**src/rtl/grid_state_writer.sv**
```systemverilog
// Object grid store for the kitchen playfield: a command port writes or swaps
// cells, and per-pot frame timers cook pots. Optional macro GRID_POT_BURN_EN enables pot burning.
module grid_state_writer #(
    parameter int unsigned COOK_FRAMES = 180,
    parameter int unsigned BURN_FRAMES = 240,
    parameter int unsigned POT0_X      = 4,
    parameter int unsigned POT0_Y      = 0,
    parameter int unsigned POT1_X      = 8,
    parameter int unsigned POT1_Y      = 0
) (
    input  logic                        pixel_clk_in,
    input  logic                        rst_n_in,
    input  logic                        frame_tick_in,
    input  logic                        cmd_valid_in,
    output logic                        cmd_ready_out,
    input  logic                        cmd_swap_in,
    input  logic [3:0]                  cmd_x_in,
    input  logic [2:0]                  cmd_y_in,
    input  logic [3:0]                  cmd_obj_in,
    output logic                        resp_valid_out,
    output logic [3:0]                  resp_obj_out,
    output logic                        resp_err_out,
    output logic [7:0][12:0][3:0]       object_grid_out
);

    localparam int unsigned GRID_W   = 13;
    localparam int unsigned GRID_H   = 8;
    localparam int unsigned OBJ_W    = 4;
    localparam int unsigned CNT_W    = 16;
    localparam int unsigned NUM_POTS = 2;

    localparam logic [OBJ_W-1:0] OBJ_EMPTY        = 4'd0;
    localparam logic [OBJ_W-1:0] OBJ_POT_EMPTY    = 4'd5;
    localparam logic [OBJ_W-1:0] OBJ_POT_RAW      = 4'd6;
    localparam logic [OBJ_W-1:0] OBJ_POT_COOKED   = 4'd7;
    localparam logic [OBJ_W-1:0] OBJ_POT_FIRE     = 4'd8;
    localparam logic [OBJ_W-1:0] OBJ_FIRE         = 4'd9;
    localparam logic [OBJ_W-1:0] OBJ_EXTINGUISHER = 4'd10;

    typedef logic [GRID_H-1:0][GRID_W-1:0][OBJ_W-1:0] grid_t;
    typedef enum logic {ST_IDLE = 1'b0, ST_RESP = 1'b1} state_e;

    function automatic logic [3:0] pot_x(input int unsigned p);
        return (p == 0) ? 4'(POT0_X) : 4'(POT1_X);
    endfunction

    function automatic logic [2:0] pot_y(input int unsigned p);
        return (p == 0) ? 3'(POT0_Y) : 3'(POT1_Y);
    endfunction

    function automatic grid_t reset_grid();
        grid_t g;
        g = '0;
        g[pot_y(0)][pot_x(0)] = OBJ_POT_EMPTY;
        g[pot_y(1)][pot_x(1)] = OBJ_POT_EMPTY;
        return g;
    endfunction

    state_e                            state_q, state_d;
    logic                              ready_q, ready_d;
    logic                              resp_valid_q, resp_valid_d;
    logic [OBJ_W-1:0]                  resp_obj_q, resp_obj_d;
    logic                              resp_err_q, resp_err_d;
    grid_t                             grid_q, grid_d;
    logic [NUM_POTS-1:0][CNT_W-1:0]    cnt_q, cnt_d;

    logic                              in_range;
    logic [3:0]                        x_idx;
    logic [OBJ_W-1:0]                  old_obj;
    logic [OBJ_W-1:0]                  wr_obj;

    // Row is always in range with a 3-bit field, so only the column is checked.
    always_comb begin
        in_range = (cmd_x_in <= 4'd12);
        x_idx    = in_range ? cmd_x_in : 4'd0;
        old_obj  = grid_q[cmd_y_in][x_idx];
        wr_obj   = cmd_obj_in;
        if (cmd_obj_in == OBJ_EXTINGUISHER && old_obj == OBJ_POT_FIRE) begin
            wr_obj = OBJ_POT_EMPTY;
        end else if (cmd_obj_in == OBJ_EXTINGUISHER && old_obj == OBJ_FIRE) begin
            wr_obj = OBJ_EMPTY;
        end
    end

    // Next state: pot timers first, then an accepted command overrides them.
    always_comb begin
        state_d      = state_q;
        resp_valid_d = 1'b0;
        resp_obj_d   = '0;
        resp_err_d   = 1'b0;
        grid_d       = grid_q;
        cnt_d        = cnt_q;

        for (int unsigned p = 0; p < NUM_POTS; p++) begin
            case (grid_q[pot_y(p)][pot_x(p)])
                OBJ_POT_RAW: begin
                    if (frame_tick_in) begin
                        if (cnt_q[p] == CNT_W'(COOK_FRAMES - 1)) begin
                            grid_d[pot_y(p)][pot_x(p)] = OBJ_POT_COOKED;
                            cnt_d[p] = '0;
                        end else begin
                            cnt_d[p] = cnt_q[p] + CNT_W'(1);
                        end
                    end
                end
                OBJ_POT_COOKED: begin
`ifdef GRID_POT_BURN_EN
                    if (frame_tick_in) begin
                        if (cnt_q[p] == CNT_W'(BURN_FRAMES - 1)) begin
                            grid_d[pot_y(p)][pot_x(p)] = OBJ_POT_FIRE;
                            cnt_d[p] = '0;
                        end else begin
                            cnt_d[p] = cnt_q[p] + CNT_W'(1);
                        end
                    end
`else
                    cnt_d[p] = '0;
`endif
                end
                default: cnt_d[p] = '0;
            endcase
        end

        case (state_q)
            ST_IDLE: begin
                if (cmd_valid_in) begin
                    state_d      = ST_RESP;
                    resp_valid_d = 1'b1;
                    resp_err_d   = !in_range;
                    if (in_range) begin
                        grid_d[cmd_y_in][x_idx] = wr_obj;
                        if (cmd_swap_in) begin
                            resp_obj_d = old_obj;
                        end
                        for (int unsigned p = 0; p < NUM_POTS; p++) begin
                            if (cmd_x_in == pot_x(p) && cmd_y_in == pot_y(p)) begin
                                cnt_d[p] = '0;
                            end
                        end
                    end
                end
            end
            ST_RESP: state_d = ST_IDLE;
            default: state_d = ST_IDLE;
        endcase

        ready_d = (state_d == ST_IDLE);
    end

    always_ff @(posedge pixel_clk_in or negedge rst_n_in) begin
        if (!rst_n_in) begin
            state_q      <= ST_IDLE;
            ready_q      <= 1'b1;
            resp_valid_q <= 1'b0;
            resp_obj_q   <= '0;
            resp_err_q   <= 1'b0;
            grid_q       <= reset_grid();
            cnt_q        <= '0;
        end else begin
            state_q      <= state_d;
            ready_q      <= ready_d;
            resp_valid_q <= resp_valid_d;
            resp_obj_q   <= resp_obj_d;
            resp_err_q   <= resp_err_d;
            grid_q       <= grid_d;
            cnt_q        <= cnt_d;
        end
    end

    assign cmd_ready_out   = ready_q;
    assign resp_valid_out  = resp_valid_q;
    assign resp_obj_out    = resp_obj_q;
    assign resp_err_out    = resp_err_q;
    assign object_grid_out = grid_q;

endmodule
```
**config.mk**
```make
export PLATFORM = sky130hd
export DESIGN_NAME = grid_state_writer
export DESIGN_NICKNAME = d
export VERILOG_FILES = /design/src/rtl/grid_state_writer.sv
export SDC_FILE = /design/constraint.sdc
export NUM_CORES = 1
export LEC_CHECK = 0
export BUFFER_PORTS_ARGS = -buffer_cell sky130_fd_sc_hd__buf_2
export CAP_MARGIN = 20
export CORE_MARGIN = 2
export CORE_UTILIZATION = 35
export DETAILED_ROUTE_END_ITERATION = 10
export GPL_ROUTABILITY_DRIVEN = 0
export GPL_TIMING_DRIVEN = 1
export RECOVER_POWER = 50
export SKIP_LAST_GASP = 1
export SYNTH_ARGS = -nofsm -noshare
export SYNTH_HDL_FRONTEND = slang
export SYNTH_SLANG_ARGS = --single-unit
```
**constraint.sdc**
```tcl
create_clock -name pixel_clk_in -period 6.2 [get_ports pixel_clk_in]
set_input_delay 0.62 -clock pixel_clk_in [delete_from_list [all_inputs] [get_ports pixel_clk_in]]
set_output_delay 0.62 -clock pixel_clk_in [all_outputs]
set_load 0.02 [all_outputs]
```
==> flow_summary.yaml, run 1 <==
outcome:
  status: "finished with violations"
  violations: "max-capacitance violations, max-slew violations"
worst_setup_path:
  critPathTopFamily: "compound AO/OA/AOI/OAI gates"
  slowest_delay_ns: 0.85
  end_kind: "flop"
  slowest_stage: "o41ai_1"
  path_buf_inv: 3
  path_class: "in2reg"
  reg2reg_to: "object_grid_out[164]"
  timing.rr.start: "object_grid_out[17]"
  crit_path_start_kind: "input pin"
  critPathMaxFanout: 98
  worstPathCellList: "buf_6 -> buf_4 -> nand3b_1 -> a21oi_1 -> o41ai_1 -> o211ai_1 -> o22ai_1 -> a211o_1 -> or3b_4 -> buf_12 -> a31oi_1"
  required_ns: 6.72
  r2r_cells: 9
  cp.arrival_ns: 5.21
  rrSetupSlack_ns: 2.00
final_layout:
  postLayoutCoreUtil_pct: 42.67
  stdcell_area_um2: 25800
  drive_above_1_share_pct: 15.83
  area_growth_pct: 20.21
  fillers: 5960
  nets: 2681
cts:
  clk_pin_slew_ns: 0.06
  cts-hold-fix-buffers: 0
  cts_resized: 0
  cts_sinks: 455
  root_buffer: "clkbuf_16"
  clock_path_buffers: 3
  clock_latency_ns: 0.61
  cts_setup_buffers: 0
  tritoncts: "yes"
  cts_max_level: 2
  cts_made_buffers: 52
drt:
  m1WireLength_um: 36540
  wl_um: 93500
  met3_length_um: 10320
  initialDrtViolationCount: 2315
  wl_per_cell_um: 26.79
  vias_per_cell: 5.826
  met2RoutedLength_um: 42800
  firstDrtPassIters: 6
  drc: 0
  ant_nets: 0
  dr_total_vias: 20332
  dr.max_layer_used: "met4"
timing:
  worst_slew_pin_slew_ns: 3.887
  min_period_over_period_pct: 75.71
  setup_viol: 0
  clock.fmax_ghz: 0.2130
  rsz0062_at_grt: "no"
  setup_ws_ns: 1.506
  relSlewSlack_pct: -159.2
  final-hold-violation-count: 0
  tns_ns: 0
  holdWs_ns: 0.05220
  clock-skew-final_ns: 0.01942
  period_minus_slack_ns: 4.694
  timing.final.max_slew_violations: 194
global_route:
  track_usage_pct: 28.73
  grt_pass1_wl_um: 134600
  first_global_vias: 19516
  antenna_found_initial: 4
  grt_overflow: 0
  grt_max_degree: 170
floorplanning:
  rows: 90
  core_um2: 60470
  die_y_um: 251.6
  die_width_um: 251.6
  ios: 439
  start_util_pct: 35.49
  dieArea_um2: 63320
synth:
  ys_types: 67
  yosys_warnings: 0
  synth_top_area_share_pct: 52.47
  ys_seq_elements: 455
  ys_seq_area_share_pct: 53.08
  synth_edf_count: 0
  synth_area_leader_cell: "dfrtp_1"
  synth_ff_type: "dfrtp_1"
  syn_avg_cell_area_um2: 9.438
  syn_area_um2: 21460
  synth_fp_nets: 2292
  synth-async-reset-ratio_pct: 100.0
  netlist_top_cells_area: "dfrtp_1 52%, nor2_1 6.7%, nand2_1 6.6%"
  syn_inst: 2274
hold_path:
  hp-class: "in2async"
placement:
  portBuffers: 438
  pre_cts_ws_ns: 1.046
  place_area_um2: 24300
  dp_hpwl_um: 66010
pwr:
  p_leak_nw: 11.48
  powerDensity_nw_per_um2: 306.2
  irDropWorstVdd_uv: 208.6
flow_run:
  drv_cap: 2
[synth_stat cells (18+ instances only)]
master	n
a21oi_1	45
a221oi_1	24
a22oi_1	31
a31oi_1	202
buf_2	33
clkbuf_1	83
dfrtp_1	450
mux2_2	18
mux2i_1	84
mux4_2	25
nand2_1	380
nand3_1	21
nor2_1	385
o21ai_0	225
o22ai_1	21
[through the flow]
| stage | cells | total power, W |
|---|---|---|
| after floorplan | 2274 | 0.004178 |
| after global placement | 3388 | 0.004832 |
| after detailed placement | 3389 | 0.004859 |
| after CTS | 3484 | 0.007952 |
| after global routing | 3489 | 0.008159 |
| final | 3490 | 0.007901 |
[how the worst max path moves through the flow]
stage | from | endpoint | slack (ns) | cells after the start
2_1_floorplan | cmd_y_in[0] | object_grid_out[18] | 2.89 | 15
3_3_place_gp | cmd_y_in[1] | object_grid_out[168] | 1.18 | 10
3_5_place_dp | cmd_y_in[0] | object_grid_out[322] | 1.05 | 11
4_1_cts | cmd_y_in[0] | object_grid_out[382] | 1.65 | 11
5_1_grt | rst_n_in | object_grid_out[356] | 1.07 | 2
6_report | cmd_y_in[2] | object_grid_out[164] | 1.51 | 11
[cells by family after synthesis]
family / synth area share (%)
xor gates and xnor gates: 1.143
buffers and inverters: 3.830
AOI/OAI and AO/OA: 17.51
adders and majority gates: 0.1166
and+or+nand+nor: 16.83
DFF: 53.08
muxes: 7.486
[cell usage in the layout (no fill, tap or decap), types with 5 or more instances in the layout]
cell and n:
a31oi_1 202, a221oi_1 24, mux2_2 18, inv_1 8, o21ai_0 225, mux2i_1 84, buf_2 226, clkbuf_1 225
clkbuf_8 17, nor2b_1 12, a22o_1 8, a21oi_1 45, o22ai_1 21, or2_2 8, a211oi_1 12, nand3_1 21
nor2_1 383, nand3b_1 7, a221o_1 7, buf_4 43, xnor2_1 13, and2_1 9, xor2_1 15, dfstp_2 5
mux4_2 25, dfrtp_1 450, nand4_1 11, nand2b_1 8, a22oi_1 31, clkbuf_16 53, nor4_1 7, a32oi_1 5
and3_1 6, nand2_1 380, nor3_1 12, clkinv_2 5
[flip-flops by register name (all words and copies together) (netlist names)]
name	count
cmd_ready_out	1
cnt_q	32
object_grid_out	416
resp_err_out	1
resp_obj_out	4
resp_valid_out	1
[layout make-up]
cell class                 count  area, µm²  area share [%]
antenna                        4      10.01         0.03880
clock buffer                  86       1620           6.280
timing repair buffer         486       2380           9.224
inverter                      12      45.04          0.1746
clock inverter                 9      91.34          0.3540
tap                          782      978.4           3.792
multi-input combinational   1656       9283           35.98
sequential                   455      11390           44.16
[routing by layer]
layer	global-route usage, %	vias up
met5	0	-
met4	10.94	0
met3	7.975	208
met2	45.18	1131
met1	37.74	10100
li1	-	8893
[power breakdown]
group / internal [W] / total [W] / switching [W]
clock network: 0.00182 / 0.00311 / 0.00129
registers: 0.00321 / 0.00348 / 0.000272
logic: 0.000385 / 0.00131 / 0.000928
Note: power is estimated with default switching activity, not from simulation.
==> run 2, diff against run 1 <==
--- a/config.mk
+++ b/config.mk
@@ -5,6 +5,7 @@
 export SDC_FILE = /design/constraint.sdc
 export NUM_CORES = 1
 export LEC_CHECK = 0
+export ABC_AREA = 1
 export BUFFER_PORTS_ARGS = -buffer_cell sky130_fd_sc_hd__buf_2
 export CAP_MARGIN = 20
 export CORE_MARGIN = 2
==> constraint.sdc (replaced) <==
create_clock -name pixel_clk_in -period 3.9 [get_ports pixel_clk_in]
set_input_delay 0.39 -clock pixel_clk_in [delete_from_list [all_inputs] [get_ports pixel_clk_in]]
set_output_delay 0.39 -clock pixel_clk_in [all_outputs]
set_load 0.02 [all_outputs]
==> flow_summary.yaml, run 2 <==
drt:
  vias_per_cell: 4.997
  dr_total_vias: 22481
  wl_per_cell_um: 21.49
  firstDrtPassIters: 6
  drc: 0
  ant_nets: 0
  initialDrtViolationCount: 2325
  wl_um: 96670
final_layout:
  largest_reg_flops: 416
  final_cell_mix: "1661 x nand2_1, 450 x dfrtp_1, 236 x clkbuf_1, 227 x inv_1, 212 x buf_2"
  area_growth_pct: 21.84
  fillers: 6642
  finalNonFillerCells: 4499
  nets: 3618
  mostFrequentLayoutCell: "nand2_1"
  drive_above_1_share_pct: 10.85
timing:
  setup_viol: 0
  worst_slew_pin_slew_ns: 2.406
  period_minus_slack_ns: 3.046
  holdWs_ns: 0.1142
  setup_ws_ns: 0.8543
  rsz0062_at_grt: "no"
  timing.final.max_slew_violations: 78
  clock.fmax_ghz: 0.3283
  min_period_over_period_pct: 78.09
  clock-skew-final_ns: 0.02891
  final-hold-violation-count: 0
  tns_ns: 0
  relSlewSlack_pct: -60.37
global_route:
  antenna_found_initial: 4
  grt_max_degree: 86
  grt_pass1_wl_um: 140700
  grt_overflow: 0
  first_global_vias: 20844
  track_usage_pct: 28.38
cts:
  root_buffer: "clkbuf_16"
  clock_latency_ns: 0.61
  clk_pin_slew_ns: 0.06
  cts_sinks: 455
  cts_max_level: 2
  tritoncts: "yes"
  cts_resized: 0
  cts_made_buffers: 52
  clock_path_buffers: 3
  cts_setup_buffers: 0
placement:
  portBuffers: 438
  numPlacedInstances: 4400
  dp_hpwl_um: 70770
  pre_cts_ws_ns: 0.2622
floorplanning:
  core_um2: 64120
  start_util_pct: 35.25
  dieArea_um2: 66620
  die_y_um: 258.1
  die_width_um: 258.1
  ios: 439
  rows: 93
synth:
  synth_area_leader_cell: "dfrtp_1"
  synth_fp_nets: 3184
  synth_ff_type: "dfrtp_1"
  synth.most_common_cell: "nand2_1"
  ys_types: 39
  synth-async-reset-ratio_pct: 100.0
  synth_edf_count: 0
  synthAdderAreaFrac_pct: 0.1107
  synthSimpleGateAreaFrac_pct: 34.77
  synth_top_area_share_pct: 49.83
  yosys-top-cells-count: "1664 x nand2_1, 450 x dfrtp_1, 228 x inv_1"
  ys_seq_area_share_pct: 50.41
  syn_area_um2: 22600
  netlist_top_cells_area: "dfrtp_1 50%, nand2_1 28%, inv_1 3.8%"
  synthXorXnorAreaFrac_pct: 0.5038
  syn_avg_cell_area_um2: 7.138
  muxShareOfSynthArea_pct: 0
  ys_seq_elements: 455
  syn_inst: 3166
  synth-compound-area-share_pct: 7.330
  yosys_warnings: 0
  synth_top_family_by_area: "simple AND/OR/NAND/NOR gates"
pwr:
  total_power_w: 0.01259
  irDropWorstVdd_uv: 353.9
  powerDensity_nw_per_um2: 457.1
  p_leak_nw: 14.32
worst_setup_path:
  crit_path_start_kind: "input pin"
  worstPathCellList: "buf_2 -> inv_2 -> nand2_1 -> nor2_2 -> inv_1 -> nor2_1 -> clkinv_1 -> nor2_1 -> inv_1 -> nand2_1 -> o21ai_1"
  path_class: "in2reg"
  critPathMaxFanout: 17
  slowest_delay_ns: 0.56
  end_kind: "flop"
  cp.arrival_ns: 3.52
  required_ns: 4.37
  slowest_stage: "clkinv_1"
outcome:
  violations: "max-capacitance violations, max-slew violations"
  status: "finished with violations"
flow_run:
  drv_cap: 1
hold_path:
  hp-class: "in2reg"
==> run 2: changes by cell type after synthesis, sizes merged, moves of 23 or more <==
cell	previous run	this run
a221oi	24	0
a22oi	31	6
a31oi	202	1
clkbuf	83	31
inv	12	235
mux2i	84	0
mux4	25	0
nand2	381	1667
nand3	21	44
nor2	386	195
nor3	12	71
o21ai	227	250
==> run 2: cell families (layout without fill, tap and decap cells) <==
group                      after synthesis  in the layout
buffers and inverters                  359            834
DFF                                    455            455
adders and majority gates                2              2
and+or+nand+nor                       2016           2016
other                                    0              3
xor gates and xnor gates                13             13
AOI/OAI and AO/OA                      321            321
==> run 2: final timing paths <==
path | from | end | slack [ns] | cells past startpoint
worst max-delay path | cmd_y_in[2] | object_grid_out[155] | 0.85 | 11
worst min-delay path | cmd_x_in[2] | resp_err_out | 0.11 | 3
worst max register to register | object_grid_out[381] | object_grid_out[360] | 1.00 | 12
worst min register to register | object_grid_out[348] | object_grid_out[348] | 0.50 | 2
max in group asynchronous | rst_n_in | object_grid_out[76] | 1.15 | 4
min in group asynchronous | rst_n_in | object_grid_out[136] | 1.05 | 2
==> run 2: timing repair <==
| action | in CTS | in global routing |
|---|---|---|
| hold buffers | 1 | 0 |
| endpoints found under the setup margin | 0 | 0 |
| endpoints found under the hold margin | 74 | 0 |
==> run 2: critical path, delay by kind of cell <==
| family | cells | cell delay (ns) |
|---|---|---|
| AOI/OAI and AO/OA | 1 | 0.06 |
| buffers and inverters | 5 | 1.54 |
| and+or+nand+nor | 5 | 1.52 |
==> run 2: cell type report <==
type                       instances  area, µm²  share of cell area [%]
sequential                       455      11390                   41.37
timing repair buffer             498       2668                   9.688
clock inverter                    22      316.6                   1.150
tap                              855       1070                   3.885
antenna                            3      7.507                 0.02726
multi-input combinational       2352       9681                   35.16
inverter                         241      909.6                   3.303
clock buffer                      73       1491                   5.416
==> run 2: per-layer routing <==
metal  track usage [%]  wire, µm  part of all wire (%)  vias up
li1                  -         -                     -    10680
met4             8.799      2962                   3.1        2
met5                 0        13                 0.013        -
met3             5.065      7692                   8.0      138
met2             43.18     42560                    44      939
met1             41.01     43450                    45    10722
==> run 2: through the flow <==
stage                     cell area (µm²)  util (%)
final                               27540     42.95
after floorplan                     22600         -
after global routing                27540     42.95
after detailed placement            26000     40.56
after global placement              26000     40.56
after CTS                           27820     43.39
==> run 2: where the power goes <==
group          switching (W)  internal (W)
Sequential          0.000383       0.00505
Combinational        0.00141      0.000520
Clock                0.00205       0.00319
